[src/rtl/cache_pkg.sv]
// Shared types and helpers for the cache refill sequencer.
package cache_pkg;

  localparam int WORD_W = 32;

  typedef enum logic [1:0] {
    IDLE = 2'd0,
    REQ  = 2'd1,
    RECV = 2'd2
  } state_e;

  // Clear the word-offset and byte-offset bits so the address points at the line start.
  function automatic logic [WORD_W-1:0] line_base(input logic [WORD_W-1:0] addr,
                                                  input int idx_w);
    logic [WORD_W-1:0] mask;
    mask = (32'd1 << (idx_w + 2)) - 32'd1;
    return addr & ~mask;
  endfunction

endpackage

[src/rtl/refill_beat_cnt.sv]
// Line-offset counter for a refill: loads the start index, advances modulo
// LINE_WORDS on each accepted beat and flags the final beat of the line.
module refill_beat_cnt
  import cache_pkg::*;
#(
  parameter int LINE_WORDS = 4,
  parameter int IDX_W      = $clog2(LINE_WORDS)
) (
  input  logic             clk,
  input  logic             resetn,
  input  logic             i_load,
  input  logic [IDX_W-1:0] i_start_idx,
  input  logic             i_inc,
  output logic [IDX_W-1:0] o_idx,
  output logic             o_last
);

  localparam logic [IDX_W-1:0] LAST_BEAT = IDX_W'(LINE_WORDS - 1);

  logic [IDX_W-1:0] r_idx;
  logic [IDX_W-1:0] r_beat;

  // Index and beat count; index wraps naturally since LINE_WORDS is a power of two.
  always_ff @(posedge clk or negedge resetn) begin
    if (!resetn) begin
      r_idx  <= {IDX_W{1'b0}};
      r_beat <= {IDX_W{1'b0}};
    end else if (i_load) begin
      r_idx  <= i_start_idx;
      r_beat <= {IDX_W{1'b0}};
    end else if (i_inc) begin
      r_idx  <= r_idx + IDX_W'(1);
      r_beat <= r_beat + IDX_W'(1);
    end else begin
      r_idx  <= r_idx;
      r_beat <= r_beat;
    end
  end

  assign o_idx  = r_idx;
  assign o_last = (r_beat == LAST_BEAT);

endmodule

[src/rtl/cache_refill_seq.sv]
// Cache-line refill sequencer: accepts a miss, issues one burst read and
// streams the returned words to the cache data-in mux.
// Optional critical-word-first ordering: define CACHE_REFILL_CWF_EN.
module cache_refill_seq
  import cache_pkg::*;
#(
  parameter int LINE_WORDS = 4,
  parameter int IDX_W      = $clog2(LINE_WORDS)
) (
  input  logic              clk,
  input  logic              resetn,
  input  logic              miss_req,
  input  logic [WORD_W-1:0] miss_addr,
  output logic              miss_ack,
  output logic              mem_rd_req,
  output logic [WORD_W-1:0] mem_rd_addr,
  input  logic              mem_rd_ready,
  input  logic              mem_rd_valid,
  input  logic [WORD_W-1:0] mem_rd_data,
  output logic [WORD_W-1:0] refill_data,
  output logic              refill_valid_seq,
  output logic [IDX_W-1:0]  refill_word_idx,
  output logic              refill_done,
  output logic              busy
);

  state_e            r_state, w_next_state;
  logic              r_miss_ack, w_ack_nxt;
  logic              r_mem_rd_req, w_req_nxt;
  logic [WORD_W-1:0] r_mem_rd_addr, w_addr_nxt;
  logic [WORD_W-1:0] r_refill_data, w_data_nxt;
  logic              r_refill_valid, w_valid_nxt;
  logic [IDX_W-1:0]  r_refill_idx, w_idx_nxt;
  logic              r_refill_done, w_done_nxt;
  logic              r_busy;
  logic              w_load, w_inc;
  logic [IDX_W-1:0]  w_start_idx, w_cnt_idx;
  logic              w_cnt_last;
  logic [WORD_W-1:0] w_req_addr;

`ifdef CACHE_REFILL_CWF_EN
  assign w_start_idx = miss_addr[IDX_W+1:2];
  assign w_req_addr  = line_base(miss_addr, IDX_W)
                     | {{(WORD_W-IDX_W-2){1'b0}}, w_start_idx, 2'b00};
`else
  assign w_start_idx = {IDX_W{1'b0}};
  assign w_req_addr  = line_base(miss_addr, IDX_W);
`endif

  refill_beat_cnt #(
    .LINE_WORDS (LINE_WORDS),
    .IDX_W      (IDX_W)
  ) u_beat_cnt (
    .clk         (clk),
    .resetn      (resetn),
    .i_load      (w_load),
    .i_start_idx (w_start_idx),
    .i_inc       (w_inc),
    .o_idx       (w_cnt_idx),
    .o_last      (w_cnt_last)
  );

  // Next-state and next-output decode; REQ first raises the request, then waits for ready.
  always_comb begin
    w_next_state = r_state;
    w_ack_nxt    = 1'b0;
    w_req_nxt    = r_mem_rd_req;
    w_addr_nxt   = r_mem_rd_addr;
    w_data_nxt   = r_refill_data;
    w_valid_nxt  = 1'b0;
    w_idx_nxt    = r_refill_idx;
    w_done_nxt   = 1'b0;
    w_load       = 1'b0;
    w_inc        = 1'b0;
    case (r_state)
      IDLE: begin
        if (miss_req) begin
          w_load       = 1'b1;
          w_ack_nxt    = 1'b1;
          w_addr_nxt   = w_req_addr;
          w_next_state = REQ;
        end else begin
          w_next_state = IDLE;
        end
      end
      REQ: begin
        if (!r_mem_rd_req) begin
          w_req_nxt = 1'b1;
        end else if (mem_rd_ready) begin
          w_req_nxt    = 1'b0;
          w_next_state = RECV;
        end else begin
          w_req_nxt = 1'b1;
        end
      end
      RECV: begin
        if (mem_rd_valid) begin
          w_inc       = 1'b1;
          w_valid_nxt = 1'b1;
          w_data_nxt  = mem_rd_data;
          w_idx_nxt   = w_cnt_idx;
          if (w_cnt_last) begin
            w_done_nxt   = 1'b1;
            w_next_state = IDLE;
          end else begin
            w_next_state = RECV;
          end
        end else begin
          w_next_state = RECV;
        end
      end
      default: begin
        w_req_nxt    = 1'b0;
        w_next_state = IDLE;
      end
    endcase
  end

  // State and registered outputs; reset aborts any refill without pulses.
  always_ff @(posedge clk or negedge resetn) begin
    if (!resetn) begin
      r_state        <= IDLE;
      r_miss_ack     <= 1'b0;
      r_mem_rd_req   <= 1'b0;
      r_mem_rd_addr  <= {WORD_W{1'b0}};
      r_refill_data  <= {WORD_W{1'b0}};
      r_refill_valid <= 1'b0;
      r_refill_idx   <= {IDX_W{1'b0}};
      r_refill_done  <= 1'b0;
      r_busy         <= 1'b0;
    end else begin
      r_state        <= w_next_state;
      r_miss_ack     <= w_ack_nxt;
      r_mem_rd_req   <= w_req_nxt;
      r_mem_rd_addr  <= w_addr_nxt;
      r_refill_data  <= w_data_nxt;
      r_refill_valid <= w_valid_nxt;
      r_refill_idx   <= w_idx_nxt;
      r_refill_done  <= w_done_nxt;
      r_busy         <= (w_next_state != IDLE);
    end
  end

  assign miss_ack         = r_miss_ack;
  assign mem_rd_req       = r_mem_rd_req;
  assign mem_rd_addr      = r_mem_rd_addr;
  assign refill_data      = r_refill_data;
  assign refill_valid_seq = r_refill_valid;
  assign refill_word_idx  = r_refill_idx;
  assign refill_done      = r_refill_done;
  assign busy             = r_busy;

endmodule

[config.mk]
export PLATFORM = sky130hd
export DESIGN_NAME = cache_refill_seq
export DESIGN_NICKNAME = d
export VERILOG_FILES = /design/src/rtl/cache_pkg.sv /design/src/rtl/refill_beat_cnt.sv /design/src/rtl/cache_refill_seq.sv
export SDC_FILE = /design/constraint.sdc
export NUM_CORES = 1
export LEC_CHECK = 0
export BUFFER_PORTS_ARGS = -buffer_cell sky130_fd_sc_hd__buf_2
export CAP_MARGIN = 10
export CORE_MARGIN = 2
export CORE_UTILIZATION = 51
export CTS_BUF_LIST = sky130_fd_sc_hd__clkbuf_4
export DETAILED_ROUTE_END_ITERATION = 8
export PLACE_DENSITY = 0.89
export SKIP_LAST_GASP = 1
export SYNTH_ARGS = -nofsm -noshare
export SYNTH_HDL_FRONTEND = slang
export SYNTH_SLANG_ARGS = --single-unit
[constraint.sdc]
create_clock -name clk -period 2.4 [get_ports clk]
set_input_delay 0.12 -clock clk [delete_from_list [all_inputs] [get_ports clk]]
set_output_delay 0.12 -clock clk [all_outputs]
set_load 0.01 [all_outputs]
==> flow_summary.toml <==
[timing]
max-slew-margin-rel_pct = 41.5
rsz0062_at_grt = "no"
timing.fmax_mhz = 574
min_period_ns = 1.74
final.setup.tns_ns = 0
holdWs_ns = 0.0577
slew_violations = 0
period_share_pct = 72.6
finalHoldViolCount = 0
setup_slack_ns = 0.657
tightest_slew_ns = 0.878
setup_viol = 0
skew_ns = 0.00895

[floorplan]
core_um2 = 5540
start_util_pct = 53.4
ios = 140
die_y_um = 80.1
die_x_um = 80.1
rows = 27
dieArea_um2 = 6420

[cells_and_area]
antenna_cells = 0
design_area_um2 = 4420
multi_input_area_um2 = 1040
regArea_um2 = 1830
fin_util_pct = 79.8
mostFrequentLayoutCell = "buf_2"
final_cells = 450
area_delta_synth_final_pct = 49.5
final_cell_mix = "buf_2, dfrtp_1, dlygate4sd3_1"
layout.nets = 443
fillers = 340
drive_gt1_share_pct = 56.3

[power]
total_power_mw = 5.13
peakVddDrop_mv = 0.838
power.density_nw_per_um2 = 1160
leakage_nw = 2.29

[place]
io_buffers = 131
place_area_um2 = 3630
dp_slack_ns = 0.687
dp_hpwl_um = 4160
place_congestion = 0.755
placed_cells = 371

[clock_network]
post-cts-setup-buffers = 0
clk_pin_slew_ns = 0.12
h-tree-depth = 3
cts_tree = "built"
clockRootBuffer = "clkbuf_4"
cts_buffer_depth = 2
cts-buffers-inserted = 9
insertion_delay_ns = 0.39
clock_sinks = 73

[run_status]
status = "completed"

[worst_setup_path]
critPathRequiredTime_ns = 2.68
r2r-start = "r_state[0]"
cp-end-kind = "flip-flop"
slowest_stage = "dfrtp_1"
crit_path_start = "r_state[0]"
crit_type = "flip-flop to flip-flop"
cp_slowest_stage_delay_ns = 0.62
path_cells = "nor2b_4 -> nand2_4 -> mux2_2"
arrival_ns = 2.02
cp_max_fo = 35
startpoint_type = "flip-flop"

[detailed_routing]
ant_nets = 0
viasPerCell = 4.81
drt-initial-drc-count = 81
wl_um = 7190
vias = 2166
wire_per_inst_um = 16.0
drc_errors = 0
dr.pass1.iters = 4

[global_routing]
antenna_found_initial = 0
gr-total-overflow = 0
grt_pass1_vias = 2318
grt_max_degree = 74
grt_usage_pct = 22.9
grt_pass1_wl_um = 11000

[synth]
ys_seq_area_share_pct = 61.8
syn_inst = 176
synth_top_area_cell = "dfrtp_1"
yosys_warnings = 0
ys_top_cells_by_area = "dfrtp_1, mux2_4, mux2_2"
syn_avg_cell_area_um2 = 16.8
netlist_area_um2 = 2960
synth-seq-cells = 73
synth_cell_types = 26
netlist.area_leader.share_pct = 61.8

[job]
drv_cap = 0

[min_path]
min_path_type = "primary input to flip-flop"
hold_start = "mem_rd_valid"
[cell families after synthesis]
kind of cell    count (synthesis)  share of synthesized area (%)
mux                            66                           28.7
other cells                     1                          0.127
compound gates                  9                           2.33
fa+ha+maj                       1                          0.423
buf+inv                        14                           3.72
simple gates                   12                           2.88
flops                          73                           61.8
[critical path: cells and delay by family, from the launching register on]
family / cells / cell delay, ns
AND/OR/NAND/NOR: 2 / 0.58
flip-flops: 1 / 0.62
multiplexers: 1 / 0.41
[repair_timing]
action / in CTS / in global routing
resized for setup: 0 / 0
hold endpoints to repair: 135 / 0
hold buffers: 63 / 0
endpoints found under the setup margin: 0 / 0
[registers in the layout (all words and copies together) (netlist names)]
register           cells
refill_data           32
mem_rd_addr           28
r_state                2
refill_word_idx        2
u_beat_cnt.o_idx       2
u_beat_cnt.r_beat      2
busy                   1
mem_rd_req             1
miss_ack               1
refill_done            1
refill_valid_seq       1
[cells in the mapped netlist]
cell / n
dfrtp_1: 73
mux2_2: 33
mux2_4: 29
a22o_1: 5
buf_4: 5
buf_6: 5
nand2_1: 3
inv_1: 2
mux2_1: 2
mux2i_1: 2
o21bai_1: 2
a21oi_1: 1
buf_2: 1
clkbuf_1: 1
conb_1: 1
ha_1: 1
nand2_4: 1
nand2b_1: 1
nand3_1: 1
nand3b_1: 1
nor2_1: 1
nor2b_1: 1
nor2b_4: 1
nor3b_1: 1
nor3b_2: 1
o21ai_0: 1
[cell type report]
type / instances / area share [%]
clock buffer: 9 / 1.53
tap: 72 / 2.04
sequential: 73 / 41.3
timing repair buffer: 195 / 29.3
clock inverter: 7 / 2.15
multi-input combinational: 92 / 23.5
inverter: 2 / 0.170
[power breakdown]
part,internal (mW),total [mW],switching [mW]
Sequential,1.82,2.20,0.381
Combinational,1.20,2.08,0.883
Clock,0.422,0.850,0.428
Total,3.44,5.13,1.69
[layer usage]
metal	wire, µm	part of all wire (%)	global-route usage (%)
met1	2710	38	24.0
met2	4030	56	43.6
met3	315	4.4	4.61
met4	135	1.9	10.5
met5	0	0	0
[final timing paths]
| kind | slack, ns | cells after the start | to |
|---|---|---|---|
| min in group asynchronous | 0.38 | 2 | mem_rd_addr[15] |
| worst min register to register | 0.50 | 1 | mem_rd_addr[27] |
| max in group asynchronous | 1.46 | 2 | refill_data[26] |
| worst max register to register | 0.66 | 3 | refill_data[2] |
| worst max-delay path | 0.66 | 3 | refill_data[2] |
| worst min-delay path | 0.06 | 3 | refill_done |
Power figures use the tool's default switching activity.
